**src/rtl/id_stage_rf.sv**
```systemverilog
// id_stage_rf: MIPS decode stage with bypassed register file, valid/ready handshake and load-use interlock
module id_stage_rf #(
    parameter int DATA_W = 32,
    parameter int NREGS  = 32
) (
    input  logic              clk,
    input  logic              rst,
    input  logic              in_valid,
    output logic              in_ready,
    input  logic [31:0]       in_instr,
    input  logic              wb_en,
    input  logic [4:0]        wb_addr,
    input  logic [DATA_W-1:0] wb_data,
    output logic              out_valid,
    input  logic              out_ready,
    output logic [31:0]       out_instr,
    output logic [DATA_W-1:0] out_rd1,
    output logic [DATA_W-1:0] out_rd2,
    output logic [DATA_W-1:0] out_imm,
    output logic              out_jump,
    output logic              out_illegal
);
    localparam int AW = $clog2(NREGS);
    // index bits that must be zero for an implemented register
    localparam logic [4:0] HI = 5'(~(NREGS - 1));
    localparam logic [5:0] OP_R = 6'b000000, OP_LW = 6'b100011, OP_SW = 6'b101011;
    localparam logic [5:0] OP_BNE = 6'b000101, OP_ADDI = 6'b001000, OP_J = 6'b000010;

    logic [DATA_W-1:0] regs [NREGS];
    logic [5:0]        op;
    logic [4:0]        rs, rt, lw_rt;
    logic              is_r, is_lw, is_sw, is_bne, is_addi, is_j, illegal;
    logic              hazard, advance, wb_ok;
    logic [DATA_W-1:0] rd1, rd2, imm;

    function automatic logic [DATA_W-1:0] rd(input logic [4:0] a);
        return (a == 5'd0 || (a & HI) != 5'd0) ? '0 :
               (wb_en && wb_addr == a) ? wb_data : regs[a[AW-1:0]];
    endfunction

    always_comb begin
        op      = in_instr[31:26];
        rs      = in_instr[25:21];
        rt      = in_instr[20:16];
        lw_rt   = out_instr[20:16];
        is_r    = op == OP_R;
        is_lw   = op == OP_LW;
        is_sw   = op == OP_SW;
        is_bne  = op == OP_BNE;
        is_addi = op == OP_ADDI;
        is_j    = op == OP_J;
        illegal = !(is_r || is_lw || is_sw || is_bne || is_addi || is_j);
        hazard  = out_valid && out_instr[31:26] == OP_LW && lw_rt != 5'd0 && in_valid &&
                  (lw_rt == rs || ((is_r || is_sw || is_bne) && lw_rt == rt));
        advance = !out_valid || out_ready;
        in_ready = advance && !hazard;
        wb_ok   = wb_en && wb_addr != 5'd0 && (wb_addr & HI) == 5'd0;
        rd1     = (is_j || illegal) ? '0 : rd(rs);
        rd2     = (is_j || illegal) ? '0 : rd(rt);
        imm     = is_bne ? {{(DATA_W-18){in_instr[15]}}, in_instr[15:0], 2'b00} :
                  (is_lw || is_sw || is_addi) ? {{(DATA_W-16){in_instr[15]}}, in_instr[15:0]} :
                  is_j ? {{(DATA_W-28){1'b0}}, in_instr[25:0], 2'b00} : '0;
    end

    always_ff @(posedge clk or negedge rst) begin
        if (!rst) begin
            out_valid   <= 1'b0;
            out_instr   <= '0;
            out_rd1     <= '0;
            out_rd2     <= '0;
            out_imm     <= '0;
            out_jump    <= 1'b0;
            out_illegal <= 1'b0;
        end else if (advance) begin
            out_valid <= in_valid;
            if (in_valid) begin
                out_instr   <= hazard ? '0 : in_instr;
                out_rd1     <= hazard ? '0 : rd1;
                out_rd2     <= hazard ? '0 : rd2;
                out_imm     <= hazard ? '0 : imm;
                out_jump    <= !hazard && is_j;
                out_illegal <= !hazard && illegal;
            end
        end
    end

    always_ff @(posedge clk or negedge rst) begin
        if (!rst) begin
            for (int i = 0; i < NREGS; i++) regs[i] <= '0;
        end else if (wb_ok) begin
            regs[wb_addr[AW-1:0]] <= wb_data;
        end
    end
endmodule

```
**config.mk**
```make
export PLATFORM = sky130hd
export DESIGN_NAME = id_stage_rf
export DESIGN_NICKNAME = d
export VERILOG_FILES = /design/src/rtl/id_stage_rf.sv
export SDC_FILE = /design/constraint.sdc
export NUM_CORES = 2
export LEC_CHECK = 0
export CORE_MARGIN = 2
export CORE_UTILIZATION = 30
export DETAILED_ROUTE_END_ITERATION = 16
export GPL_TIMING_DRIVEN = 0
export RECOVER_POWER = 50
export SLEW_MARGIN = 40
export SYNTH_ARGS = -nofsm -noshare
export SYNTH_HDL_FRONTEND = slang
export SYNTH_SLANG_ARGS = --single-unit
```
**constraint.sdc**
```tcl
create_clock -name clk -period 3.69 [get_ports clk]
set_input_delay 1.107 -clock clk [delete_from_list [all_inputs] [get_ports clk]]
set_output_delay 1.107 -clock clk [all_outputs]
set_load 0.05 [all_outputs]
```
Word level (Yosys, flattened, before mapping) --
Cells that the tools add are included.
Word-level totals: register bits after elaboration 1155, bits of input ports 74
Cells by class: order comparisons 4, equal/unequal tests 10, mux-type cells 22, bitwise gates (word level) 3, reduce and logical (&&, ||, !) cells 33
Operator list (count):
- 1024-bit bitwise mux | 1
- 32-bit two-way mux | 17
- 32-bit binary-select mux with 5-bit select | 2
- 32-bit demux with 5-bit select | 1
- 28-bit two-way mux | 1
- 5-bit equality test | 4
- 6-bit equality test, second input constant | 3
- 6-bit >= comparator, second input constant | 3
- 5-bit inverter with 6-bit output | 3
- 1-bit logical AND | 12
- 1-bit logical OR | 12
- 5-bit zero test | 2
- 5-bit nonzero test | 2
- 6-bit by 2-bit equality test with 1-bit output, second input constant | 1
- 6-bit by 3-bit equality test with 1-bit output, second input constant | 1
- 6-bit by 4-bit equality test with 1-bit output, second input constant | 1
- 6-bit zero test | 1
- 6-bit by 1-bit < comparator with 1-bit output, second input constant | 1
- 1-bit zero test | 3
- 2-bit AND reduction | 1

Logic depth before layout (Yosys ltp) --
word-level depth 10, mapped depth 10, mapped depth without buffers 6

Worst setup path after synthesis --
Ideal clock, no wire load.
path kind input-to-output, start point input in_instr[20], end point output in_ready, arrival time 2877 ps, path slack -294 ps, stages on the path 8, path through clkbuf_1 > xor2_1 > nor4_1 > nand4b_1 > o41ai_4 > buf_6 > buf_2 > nor2b_1
Between the ends: cells in the longest elaborated chain, start to end 6
Ends and longest elaborated chain:
- start: declaration | line 10 | input logic [31:0] in_instr,
- 5-bit equality test | line 54 | (lw_rt == rs || ((is_r || is_sw || is_bne) && lw_rt == rt));
- 1-bit logical AND | line 54
- 1-bit logical OR | line 54
- 1-bit logical AND | line 53 | hazard = out_valid && out_instr[31:26] == OP_LW && lw_rt != 5'd0 && in_valid &&
- 1-bit zero test | line 56 | in_ready = advance && !hazard;
- 1-bit logical AND | line 56
- end: declaration | line 9 | output logic in_ready,
Every way passes these cells.

Worst setup path after layout --
start point input wb_en, end point register regs[10] (netlist name)
Between the ends: cells in the longest elaborated chain, start to end 1
Ends and longest elaborated chain:
- start: declaration | line 11 | input logic wb_en,
- 1-bit logical AND | line 57 | wb_ok = wb_en && wb_addr != 5'd0 && (wb_addr & HI) == 5'd0;
- end signal: indexed assignment | line 91 | regs[wb_addr[AW-1:0]] <= wb_data;
- end: declaration | line 29 | logic [DATA_W-1:0] regs [NREGS];
Every way passes these cells. A chain may end at the register's enable or synchronous reset.

==> impl_metrics.toml <==
[clock_network]
tritoncts = "built"
cts_max_level = 4
root_buffer = "clkbuf_16"
clock_sinks = 1152
cts.path.max_buffers = 3
clk_pin_slew_ns = 0.06
insertion_delay_ns = 0.82
numCtsBuffers = 134

[floorplanning]
dieArea_um2 = 207200
num_io_pins = 206
rows = 165
die_h_um = 455.2
start_util_pct = 30.19
die_w_um = 455.2
coreArea_um2 = 202300

[logic_synthesis]
synthArstFlopShare_pct = 100.0
synth_top_cell_area_share_pct = 47.19
synth_top_area_cell = "dfrtp_1"
synth.ff_latch_count = 1152
synth_cell_types = 57
ys_seq_area_share_pct = 47.19
synthTopCellsByArea = "dfrtp_1, mux2_2, mux2i_1"
syn_area_um2 = 61080
synthesis.nets = 5050
syn_inst = 4976
syn_avg_cell_area_um2 = 12.28
yosys_warnings = 0
synth_ff_type = "dfrtp_1"
synth_enable_flop_cells = 0

[setup_path]
reg2reg_depth = 9
crit_required_ns = 4.37
cp_data_arrival_time_ns = 4.70
startpoint_type = "input pin"
cp_max_fo = 10
cp-end-kind = "flip-flop"
r2r_setup_slack_ns = 0.46
rr_startpoint = "out_instr[17]"
critPathKind = "in2reg"
startpoint = "wb_en"

[detailed_routing]
vias = 48273
dr.pass1.iters = 8
drt-vias-per-instance = 5.949
postRouteAntennaNets = 0
wl_per_cell_um = 33.80
drt_wl_total_um = 274300
drc_errors = 0
drtIter0Drc = 6463

[global_routing]
overflow = 0
grt-busiest-layer = "met2"
grt_max_degree = 113
grt_use_met2_pct = 38.96
antenna_found_initial = 15
met3_usage_pct = 7.400
grt_usage_pct = 25.84
grt_pass1_wl_um = 377000
grt_use_met1_pct = 32.13
grt_pass1_vias = 48113

[sta]
layout_min_cycle_time_ns = 4.014
max_freq_ghz = 0.2491
worst_slack_ns = -0.3237
hold_viol_final = 0
setup-violations-final = 67
worst_pin_slew_ns = 2.918
rsz0062_at_grt = "yes"
hold_slack_ns = 0.1828
slew_headroom_pct = -94.53
fin_crit_sh_pct = 108.8
timing.clock.skew_ns = 0.03176
drv_slew = 435

[place]
dp_hpwl_um = 191200
port_buffers = 191
dp.cells = 7856
gp_congestion = 0.9832

[outcome]
failed_checks = "capacitance limit, slew limit, setup timing"
status = "complete, but fails checks"

[layout]
fillers = 19831
area_growth_pct = 17.22
final_nets = 5406
fin_cells = 8114
drive_gt1_share_pct = 36.66

[power]
ir_drop_v = 0.0005089
power.leakage_nw = 31.51
power.density_nw_per_um2 = 535.3

[min_path]
hold_path.class = "in2async"

[run]
cap_violations = 4
[critical path, stage by stage]
cell and delay (ns):
dlygate4sd3_1 0.80, nand3_1 0.31, nor2_1 1.31, clkbuf_1 0.74, mux2_2 0.41
[cells in the final DEF, fill, tap and decap left out, drive strengths merged, types with 10 or more instances in the layout]
cell type	count
a2111oi	22
a211oi	57
a21o	11
a21oi	34
a221o	64
a22oi	232
and4	33
buf	225
clkbuf	547
clkdlybuf4s50	181
clkinv	18
dfrtp	1152
diode	11
inv	11
mux2	1365
mux2i	521
mux4	39
nand2	135
nand2b	10
nand3	133
nor2	28
nor2b	58
nor3	173
nor4	37
o21ai	36
o22ai	203
o31ai	21
xor2	17
[cells in the mapped netlist (36+ instances only)]
cell / n
mux4_2: 39
nor4_1: 36
o22ai_1: 203
a22oi_1: 232
a221o_1: 64
nand2_1: 135
nor3_1: 172
mux2_2: 1365
mux2i_1: 521
nand3_1: 133
clkbuf_1: 323
buf_1: 76
dfrtp_1: 1152
buf_2: 139
a211oi_1: 56
nor2b_1: 58
[final timing paths]
kind / to
hold reg to reg: regs[1015]
setup reg to reg: out_rd2[10]
setup / recovery: regs[10]
hold / removal: regs[793]
max in group asynchronous: regs[516]
min in group clk: regs[1015]
[layer usage]
metal	vias to the layer above	routed length, um
met2	2862	120800
met3	817	26500
met5	-	472
li1	19379	-
met4	14	20290
met1	25201	106200
[power by group]
| part | leakage (nW) | internal, mW | switching, mW |
|---|---|---|---|
| clock network | 2.19 | 8.07 | 5.76 |
| registers | 14.8 | 14.9 | 1.67 |
| logic | 14.5 | 3.85 | 4.13 |
| total | 31.5 | 26.8 | 11.6 |
[final cells by class]
class / instances / area, um^2 / area share [%]
Multi-Input combinational cell: 3278 / 30150 / 42.11
Sequential cell: 1152 / 28830 / 40.27
Clock buffer: 198 / 3999 / 5.585
Tap cell: 2672 / 3343 / 4.669
Buffer: 541 / 2469 / 3.448
Timing Repair Buffer: 221 / 2293 / 3.203
Clock inverter: 37 / 470.5 / 0.6570
Antenna cell: 11 / 27.53 / 0.03844
Inverter: 4 / 15.01 / 0.02097
[registers in the layout, indices dropped and copies added, names as in the netlist]
register,count
out_imm,29
out_instr,32
out_valid,1
out_rd2,32
out_illegal,1
regs,1024
out_jump,1
out_rd1,32
[what timing repair did]
item                                    4_1_cts  5_1_grt
endpoints found under the setup margin       62       42
resized for setup                            41       18
buffers inserted                             10        2
pin swaps                                     5        5
hold buffers                                  0        0
[metrics by stage]
stage	instance area (um^2)	worst slack (ns)	power [mW]	TNS [ns]	utilization, %
finish	71600	-0.3237	38.33	-8.821	35.39
global route	71580	-0.2506	39.55	-28.76	35.38
detailed placement	67010	-1.582	24.43	-157.55	33.12
CTS	71650	-0.3285	38.14	-0.3285	35.41
floorplan	61090	0.02859	21.52	0	-
global placement	66350	-51.80	24.10	-	32.79
[cells by family after synthesis]
logic type	share of synthesized area, %
multiplexers	35.14
flip-flops	47.19
AO/OA/AOI/OAI	8.236
AND/OR/NAND/NOR	5.459
buffers and inverters	3.671
XOR/XNOR	0.3011
Note: power is estimated with default switching activity, not from simulation.
